==> src/rtl/sipo_deserializer.sv <==
// Serial-in/parallel-out deserializer: assembles one bit per cycle from a
// valid/ready serial port into a WIDTH-bit word held in a one-entry output
// register. Bit order is latched per frame; overflow is a sticky drop flag.
// Optional build macro PARITY_CHECK_EN appends an even-parity bit to each
// frame and adds the out_perr output.
module sipo_deserializer #(
  parameter int unsigned WIDTH = 4,
  parameter int unsigned CNT_W = 3
) (
  input  logic             clock,
  input  logic             reset,
  input  logic             ser_in,
  input  logic             ser_valid,
  output logic             ser_ready,
  input  logic             lsb_first,
  input  logic             frame_clr,
  output logic [WIDTH-1:0] out_data,
  output logic             out_valid,
  input  logic             out_ready,
`ifdef PARITY_CHECK_EN
  output logic             out_perr,
`endif
  output logic             overflow
);

`ifdef PARITY_CHECK_EN
  localparam int unsigned FRAME = WIDTH + 1;
`else
  localparam int unsigned FRAME = WIDTH;
`endif
  localparam logic [CNT_W-1:0] LAST = CNT_W'(FRAME - 1);

  logic [WIDTH-1:0] r_shreg;
  logic [CNT_W-1:0] r_cnt;
  logic             r_lsb;
  logic [WIDTH-1:0] r_out_data;
  logic             r_out_valid;
  logic             r_overflow;
`ifdef PARITY_CHECK_EN
  logic             r_out_perr;
`endif

  logic             w_ready;
  logic             w_accept;
  logic             w_drop;
  logic             w_order;
  logic             w_done;
  logic [WIDTH-1:0] w_shift;

  // Only the frame-completing bit stalls, and only while a word is still pending.
  assign w_ready  = !(r_out_valid && !out_ready && (r_cnt == LAST));
  assign w_accept = ser_valid && w_ready && !frame_clr;
  assign w_drop   = ser_valid && !w_ready && !frame_clr;
  assign w_done   = w_accept && (r_cnt == LAST);
  // The first bit of a frame takes the live lsb_first; later bits use the latch.
  assign w_order  = (r_cnt == '0) ? lsb_first : r_lsb;
  assign w_shift  = w_order ? {ser_in, r_shreg[WIDTH-1:1]}
                            : {r_shreg[WIDTH-2:0], ser_in};

  assign ser_ready = w_ready;
  assign out_data  = r_out_data;
  assign out_valid = r_out_valid;
  assign overflow  = r_overflow;
`ifdef PARITY_CHECK_EN
  assign out_perr  = r_out_perr;
`endif

  // Bit assembly: counter, shift register and per-frame order latch.
  always_ff @(posedge clock) begin
    if (reset) begin
      r_shreg <= '0;
      r_cnt   <= '0;
      r_lsb   <= 1'b0;
    end else if (frame_clr) begin
      r_shreg <= '0;
      r_cnt   <= '0;
    end else if (w_accept) begin
      if (r_cnt == '0) r_lsb <= lsb_first;
`ifdef PARITY_CHECK_EN
      // The parity bit is checked but never enters the data register.
      if (r_cnt != LAST) r_shreg <= w_shift;
`else
      r_shreg <= w_shift;
`endif
      r_cnt <= w_done ? '0 : r_cnt + CNT_W'(1);
    end
  end

  // Output word register; a completing word overrides a same-cycle consume.
  always_ff @(posedge clock) begin
    if (reset) begin
      r_out_data  <= '0;
      r_out_valid <= 1'b0;
`ifdef PARITY_CHECK_EN
      r_out_perr  <= 1'b0;
`endif
    end else if (w_done) begin
`ifdef PARITY_CHECK_EN
      r_out_data  <= r_shreg;
      r_out_perr  <= ^{r_shreg, ser_in};
`else
      r_out_data  <= w_shift;
`endif
      r_out_valid <= 1'b1;
    end else if (r_out_valid && out_ready) begin
      r_out_valid <= 1'b0;
    end
  end

  // Sticky record of a bit offered while stalled.
  always_ff @(posedge clock) begin
    if (reset)       r_overflow <= 1'b0;
    else if (w_drop) r_overflow <= 1'b1;
  end

endmodule

==> config.mk <==
export PLATFORM = sky130hd
export DESIGN_NAME = sipo_deserializer
export DESIGN_NICKNAME = d
export VERILOG_FILES = /design/src/rtl/sipo_deserializer.sv
export SDC_FILE = /design/constraint.sdc
export NUM_CORES = 1
export LEC_CHECK = 0
export ABC_AREA = 1
export BUFFER_PORTS_ARGS = -buffer_cell sky130_fd_sc_hd__buf_2
export CAP_MARGIN = 20
export CORE_UTILIZATION = 40
export DETAILED_ROUTE_END_ITERATION = 10
export RECOVER_POWER = 100
export SLEW_MARGIN = 10
export SYNTH_ARGS = -nofsm -noshare
export SYNTH_HDL_FRONTEND = slang
export SYNTH_SLANG_ARGS = --single-unit
==> constraint.sdc <==
create_clock -name clock -period 1.1 [get_ports clock]
set_input_delay 0.275 -clock clock [delete_from_list [all_inputs] [get_ports clock]]
set_output_delay 0.275 -clock clock [all_outputs]
set_load 0.01 [all_outputs]
==> metrics, run 1 <==
Clock Tree Buf Depth=2; final number of setup-violating endpoints=14; Routed met2 length=between 900 and 1000 µm; Die H=44.9 µm; CTS tree=yes; Critical path origin=r_cnt[1]; P_int=769 µW; Final Util=63.4%; power consumption=1040 µW; RSZ-0062 raised after global routing=yes; Core Area=between 1500 and 2000 µm²; sequential power share=50.1%; Switching Share=26.3%; IO Count=14; initial antenna violation count=0; iteration count of the initial detailed-routing pass=4; DP Worst Slack=-119 ps; clk slew on worst S/H paths=90 ps; global-route wire length before repair=2520 µm; CP startpoint kind=flip-flop; total track usage=17.9%; layout net count=~140; synthesized instance count=110; clock network power share=36.1%; Yosys top cell by area=dfxtp_1; CTS H-tree lvls=1; pwr dens=around 950 nW/µm²; Cell variety after synth=17; Net Switching=275 µW; DP HPWL=1060 µm; Worst-Margin Slew=between 300 and 400 ps; Mapped Area=737 µm²; Die W=about 45 µm; failing checks=negative setup slack; WHS=about 160 ps; Leak=0.000505 µW; area of the multi-input gates=551 µm²; max_slew headroom=between 70% and 80%; DR vias/cell=roughly 4.7; post-synth net total=119; Final GP Congestion=0.809; final worst clock skew=roughly 2.2 ps; Max Cap Viol=0; Max VDD drop=approximately 640 µV; Synth Area per Inst=6.70 µm²; DRC viols=0; status=complete, but fails checks; endpoints failing hold=0; dominant cells by area after synthesis=dfxtp_1 (38%), nand2_1 (14%), nor2_1 (12%), inv_1 (9.2%), nand3_1 (6.8%); CP Max Fanout=2; Comb power frac=13.8%; Routed wire per std cell=11.9 µm; fmax=782 MHz; launch point of the worst hold path=reset; Initial Utilization=between 40% and 50%; top-area cell type share of the netlist area=38.0%; crit path kind=flip-flop to output pin; ANT cells=0; #FFs+latches synth=14; largest net degree at the start of global routing=10; RR Startpoint=r_cnt[1]; area grow syn2layout=48.6%; post-route setup slack=-179 ps; die area=2020 µm²; period utilization=116%; grt ovf=0; Core Rows=15; Post-DRT Antenna Nets=0; most frequent cells in the layout=nand2_1 (20), nor2_1 (18), inv_1 (16); drt total wl=1890 µm; critical path capture point type=output pin; top layer in use=met4; register area=around 290 µm²; CTS Root Cell=clkbuf_4; total number of vias=741; r2r setup slk=-160 ps; commonest non-fill, non-tap cell in the layout=nand2_1; Skew-Pair Late Insertion Delay=280 ps; Synth Warn #=0; layout cell share with drive strength beyond 1=45.1%; Layout fillers=166; count of input and output buffers=13; wire length on met1=814 µm; minimum clock period=1280 ps; DR WL met3=~70 µm; vias in the first global route=597; fraction of the yosys area taken by sequential cells=38.0%; CTS hold repair buffers=0; initial drt markers=14; worst min path class=primary input to flip-flop; critical path required time=around 820 ps; CP arrival=1000 ps; Pins Over Slew Limit=0; Sink Count=14; CTS Buf Count=3
layer usage:
metal	up-vias	GRT usage (%)
met2	19	31.0
met5	-	0
li1	383	-
met3	6	2.40
met4	0	10.9
met1	333	20.7
worst max-delay path: stages, from the launching register on:
cell	delay, ps
dfxtp_2	370
ha_4	150
nand4_4	70
buf_6	130
cells by family (layout without fill, tap and decap cells):
group | after synthesis | in the layout | synth area share (%)
AOI/OAI and AO/OA | 5 | 5 | 4.24
adders and majority gates | 2 | 2 | 3.40
DFF | 14 | 14 | 38.0
buffers and inverters | 21 | 42 | 11.7
and+or+nand+nor | 68 | 70 | 42.6
registers in the layout (all words and copies together), names as in the netlist:
| register | cells |
|---|---|
| out_valid | 1 |
| out_data | 4 |
| overflow | 1 |
| r_lsb | 1 |
| r_shreg | 4 |
| r_cnt | 3 |
power groups by stage:
| stage | logic [µW] | clock network, µW | registers (µW) |
|---|---|---|---|
| floorplan | 69.5 | 0 | 532 |
| global placement | 94.8 | 0 | 533 |
| detailed placement | 95.8 | 0 | 533 |
| CTS | 118 | 393 | 521 |
| global route | 157 | 411 | 524 |
| finish | 144 | 377 | 523 |
synthesized netlist by cell type (all sizes together):
master and number:
o21ai 2, inv 20, o21a 1, nand4 1, nor2 26, ha 2, nand2 30, dfxtp 14
buf 1, nand3 11, a21oi 2
cell type report:
| class | instances | area share, % |
|---|---|---|
| clock buffers | 4 | 3.31 |
| inverters | 20 | 7.54 |
| multi-input cells | 77 | 50.3 |
| flip-flops and latches | 14 | 26.3 |
| well taps | 25 | 2.86 |
| repair buffers | 18 | 9.71 |
path summary, 6_finish.rpt:
kind            endpoint  cells after the start
max            ser_ready                      3
min            out_valid                      2
max reg2reg  out_data[2]                      7
min reg2reg     overflow                      1
timing repair:
action | in CTS | in global routing
resized for setup | 18 | 27
endpoints found under the hold margin | 0 | 0
endpoints found under the setup margin | 15 | 15
setup buffers | 4 | 0
pin swaps | 5 | 17
cloned | 1 | 1
stage by stage:
stage / cells / TNS, ps / cell area, µm²
floorplan: 110 / -5.42 / 744
global placement: 148 / -818 / 837
detailed placement: 148 / -1010 / 837
CTS: 157 / -1600 / 991
global route: 158 / -2460 / 1090
finish: 158 / -1710 / 1090
No activity file was read; power rests on OpenSTA's default activity.
==> run 2, diff against run 1 <==
- CELL_PAD_IN_SITES_DETAIL_PLACEMENT: unset -> 1
- CELL_PAD_IN_SITES_GLOBAL_PLACEMENT: unset -> 1
- CORE_MARGIN: unset -> 2
- CORE_UTILIZATION: 40 -> 33
- PLACE_DENSITY_LB_ADDON: unset -> 0.1
==> metrics, run 2 (synthesis results as in run 1) <==
largest net degree at the start of global routing=10; final worst clock skew=2.14 ps; clk slew on worst S/H paths=100 ps; layout cell share with drive strength beyond 1=48.2%; P_int=771 µW; Setup TNS=-1880 ps; Initial Utilization=34.0%; Die H=51.3 µm; area grow syn2layout=55.0%; DR vias/cell=4.67; Net Switching=304 µW; CTS tree=yes; Final GP Congestion=about 0.85; count of input and output buffers=13; vias in the first global route=827; Worst-Margin Slew=roughly 280 ps; CTS H-tree lvls=1; RSZ-0062 raised after global routing=yes; Skew-Pair Late Insertion Delay=approximately 300 ps; Design Area, Final=roughly 1100 µm²; CP peak stage delay=370 ps; Die W=about 51 µm; critical path required time=820 ps; CP arrival=1030 ps; Sink Count=14; delay-heaviest family, CP=flip-flops; DP HPWL=1360 µm; clock network power share=37.3%; sequential power share=about 48%; RR Startpoint=r_cnt[0]; Max Cap Viol=0; worst min path class=primary input to flip-flop; most frequent cells in the layout=nor2_1 (21), nand2_1 (20), inv_1 (16); initial antenna violation count=0; IO Count=14; power consumption=1070 µW; post-route setup slack=-207 ps; DRC viols=0; Bufs and invs on worst path=1; Final Util=a little over half; Pins Over Slew Limit=0; fmax=around 770 MHz; launch point of the worst hold path=reset; drt total wl=between 2000 and 2500 µm; grt ovf=0; pwr dens=around 940 nW/µm²; Leak=about 0.00054 µW; crit path kind=flip-flop to output pin; failing checks=negative setup slack; CTS hold repair buffers=0; WHS=150 ps; Core Rows=17; CP Cell Sequence=ha_4 > nand4_4 > buf_6; Post-DRT Antenna Nets=0; period utilization=119%; CP startpoint kind=flip-flop; CTS Buf Count=3; commonest non-fill, non-tap cell in the layout=nor2_1; Slowest-stage cell, CP=dfxtp_4; global-route wire length before repair=3900 µm; total track usage=20.9%; CP Max Fanout=2; status=complete, but fails checks; final number of setup-violating endpoints=14; die area=~2600 µm²; Clock Tree Buf Depth=2; minimum clock period=1310 ps; Switching Share=between 20% and 30%; layout net count=147; initial drt markers=5; Critical path origin=r_cnt[1]; Cell Area, Placed=848 µm²; critical path capture point type=output pin; iteration count of the initial detailed-routing pass=4; max_slew headroom=81.5%; ANT cells=0; Routed wire per std cell=approximately 14 µm; Max VDD drop=approximately 550 µV; endpoints failing hold=0; CTS Root Cell=clkbuf_4; Comb power frac=14.2%; total number of vias=770; Core Area=2170 µm²
## run 2: changes by cell type in the layout (fill, tap and decap cells not counted), moves of 2 or more
| cell | change |
|---|---|
| clkbuf_2 | +5 |
| nor2_1 | +3 |
| dfxtp_2 | -2 |
| buf_4 | +4 |
| buf_6 | +2 |
| clkbuf_1 | -5 |
| nor2_2 | -3 |
## run 2: path summary, 6_finish.rpt
kind                endpoint  slack, ps  cells after the start
hold reg to reg     overflow        480                      1
hold / removal     out_valid        150                      2
setup reg to reg  r_shreg[0]       -180                      9
setup / recovery   ser_ready       -210                      3
## run 2: power groups by stage
stage	sequential, µW	combinational [µW]	clock (µW)
2_1_floorplan	532	69.5	0
3_3_place_gp	533	98.5	0
3_5_place_dp	534	100	0
4_1_cts	523	145	393
5_1_grt	521	169	435
6_report	521	153	401
## run 2: stage by stage
stage	worst slack, ps	std cells
2_1_floorplan	-5.42	110
3_3_place_gp	-140	152
3_5_place_dp	-164	152
4_1_cts	-206	162
5_1_grt	-255	165
6_report	-207	165
## run 2: worst reg2reg max path, stage by stage (launching register included)
cell and delay [ps]:
dfxtp_4 380, buf_6 110, inv_6 40, ha_4 180, nand2_4 90, nand2_4 80
nand3_2 90, nand2_2 60, nor2_2 120, nor2_1 40
## run 2: timing repair
action | in CTS | in global routing
endpoints found under the setup margin | 15 | 16
pin swaps | 14 | 10
cloned | 1 | 0
setup buffers | 5 | 3
resized for setup | 36 | 9
## run 2: area by class of cell
type,instances,area (µm²)
timing repair buffer,23,160
inverter,20,85.1
multi-input combinational,76,537
tap,28,35.0
sequential,14,289
clock buffer,4,36.3
fill,278,1030
## run 2: metal layers
layer | vias up | GRT usage (%) | wire [µm]
li1 | 383 | - | -
met1 | 368 | 25.1 | 1030
met2 | 14 | 35.9 | 1140
met3 | 5 | 2.63 | 50
met4 | 0 | 11.4 | 52
met5 | - | 0 | 0
==> run 3, diff against run 2 <==
--- a/config.mk
+++ b/config.mk
@@ -9,3 +9,3 @@
 export BUFFER_PORTS_ARGS = -buffer_cell sky130_fd_sc_hd__buf_2
-export CAP_MARGIN = 20
+export CAP_MARGIN = 25
 export CELL_PAD_IN_SITES_DETAIL_PLACEMENT = 1
==> constraint.sdc (replaced) <==
create_clock -name clock -period 1.1 [get_ports clock]
set_input_delay 0.055 -clock clock [delete_from_list [all_inputs] [get_ports clock]]
set_output_delay 0.055 -clock clock [all_outputs]
set_load 0.01 [all_outputs]
==> metrics, run 3 (synthesis results as in run 1) <==
Comb power frac=around an eighth; sequential power share=49.5%; Max Cap Viol=0; layout cell share with drive strength beyond 1=37.7%; Final GP Congestion=0.850; Core Area=2170 µm²; Pins Over Slew Limit=0; placed instance count=152; most frequent cells in the layout=nand2_1 (21), nor2_1 (17), inv_1 (16); clock network power share=37.8%; crit path to=ser_ready; total number of vias=760; power consumption=1050 µW; DP HPWL=1440 µm; count of input and output buffers=13; period utilization=113%; failing checks=negative setup slack; RSZ-0062 raised after global routing=yes; commonest non-fill, non-tap cell in the layout=nand2_1; Net Switching=288 µW; initial antenna violation count=0; Die W=51.3 µm; Sink Count=14; Leak=0.000476 µW; Post-DRT Antenna Nets=0; Clock Tree Buf Depth=2; postcts setup bufs=0; Max VDD drop=652 µV; Slowest-stage cell, CP=dfxtp_4; post-route setup slack=-145 ps; Routed wire per std cell=13.8 µm; most frequent cell on the critical path=buf_6; total track usage=17.2%; CP Cell Sequence=ha_4 > nand4_4 > buf_6 > buf_6; minimum clock period=1240 ps; drt total wl=2180 µm; clk slew on worst S/H paths=approximately 100 ps; grt ovf=0; CP arrival=1190 ps; CP Max Fanout=3; CP peak stage delay=380 ps; status=complete, but fails checks; CTS Root Cell=clkbuf_4; reg2reg path depth=8; critical path required time=approximately 1000 ps; Critical path origin=r_cnt[0]; Design Area, Final=1030 µm²; largest net degree at the start of global routing=14; area grow syn2layout=40.4%; worst r2r dst=out_data[2]; CTS Buf Count=3; DR vias/cell=4.81; worst min path class=primary input to flip-flop; Die H=51.3 µm; r2r setup slk=-100 ps; critical path capture point type=output pin; ANT cells=0; DRC viols=0; Worst-Margin Slew=215 ps; crit path kind=flip-flop to output pin; pwr dens=approximately 1000 nW/µm²; max_slew headroom=85.7%; Skew-Pair Late Insertion Delay=300 ps; final number of setup-violating endpoints=13; Core Rows=17; Layout fillers=roughly 290; fmax=803 MHz; Switching Share=27.5%; CP startpoint kind=flip-flop; non-filler instance count after layout=roughly 160; iteration count of the initial detailed-routing pass=4; die area=roughly 2600 µm²; CTS tree=yes; IO Count=14; CTS H-tree lvls=1; RR Startpoint=r_cnt[0]; Setup TNS=-862 ps; layout net count=140; vias in the first global route=742; P_int=762 µW; initial drt markers=3; Initial Utilization=between 30% and 40%; global-route wire length before repair=3210 µm; endpoints failing hold=0; final worst clock skew=5.93 ps; WHS=87.9 ps; Cell Area, Placed=848 µm²
==> run 3: final cells by class <==
| type | count | area, µm² | area share, % |
|---|---|---|---|
| Multi-Input combinational cell | 76 | 504 | 48.7 |
| Sequential cell | 14 | 289 | 27.9 |
| Timing Repair Buffer | 16 | 92.6 | 8.95 |
| Inverter | 20 | 77.6 | 7.50 |
| Clock buffer | 4 | 36.3 | 3.51 |
| Tap cell | 28 | 35.0 | 3.39 |
==> run 3: per-layer routing <==
layer	wire (µm)	up-vias	global-route usage, %
met5	0	-	0
met4	53	0	10.5
met1	918	361	18.7
met2	1150	17	30.5
li1	-	374	-
met3	61	8	3.51
==> run 3: stage by stage <==
step	util, %	setup WS (ps)
3_5_place_dp	39.1	-177
6_report	47.7	-145
4_1_cts	43.5	-129
2_1_floorplan	-	-5.42
3_3_place_gp	39.1	-132
5_1_grt	47.7	-194
==> run 3: timing repair <==
item | in CTS | in global routing
hold endpoints to repair | 1 | 0
hold buffers | 1 | 0
pin swaps | 2 | 7
gates resized for setup | 11 | 26
endpoints found under the setup margin | 14 | 14
cloned | 0 | 1
==> run 3: worst max-delay path: cells and delay by family (launching register included) <==
family	cells	cell delay [ps]
flops	1	380
simple gates	1	100
buf+inv	2	260
fa+ha+maj	1	150
==> run 3: power by group through the flow <==
stage	logic (µW)	registers, µW	clock network, µW
final	133	520	398
after global routing	149	521	431
after global placement	98.3	533	0
after floorplan	69.5	532	0
after CTS	113	523	409
after detailed placement	101	534	0
==> run 3: worst min path at each step <==
| stage | end | slack [ps] | start | depth (start not counted) |
|---|---|---|---|---|
| after floorplan | out_valid | 120 | reset | 1 |
| after global placement | out_valid | 250 | reset | 2 |
| after detailed placement | out_valid | 250 | reset | 2 |
| after CTS | r_cnt[1] | 100 | frame_clr | 4 |
| after global routing | r_cnt[0] | 100 | frame_clr | 4 |
| final | r_cnt[0] | 90 | frame_clr | 4 |
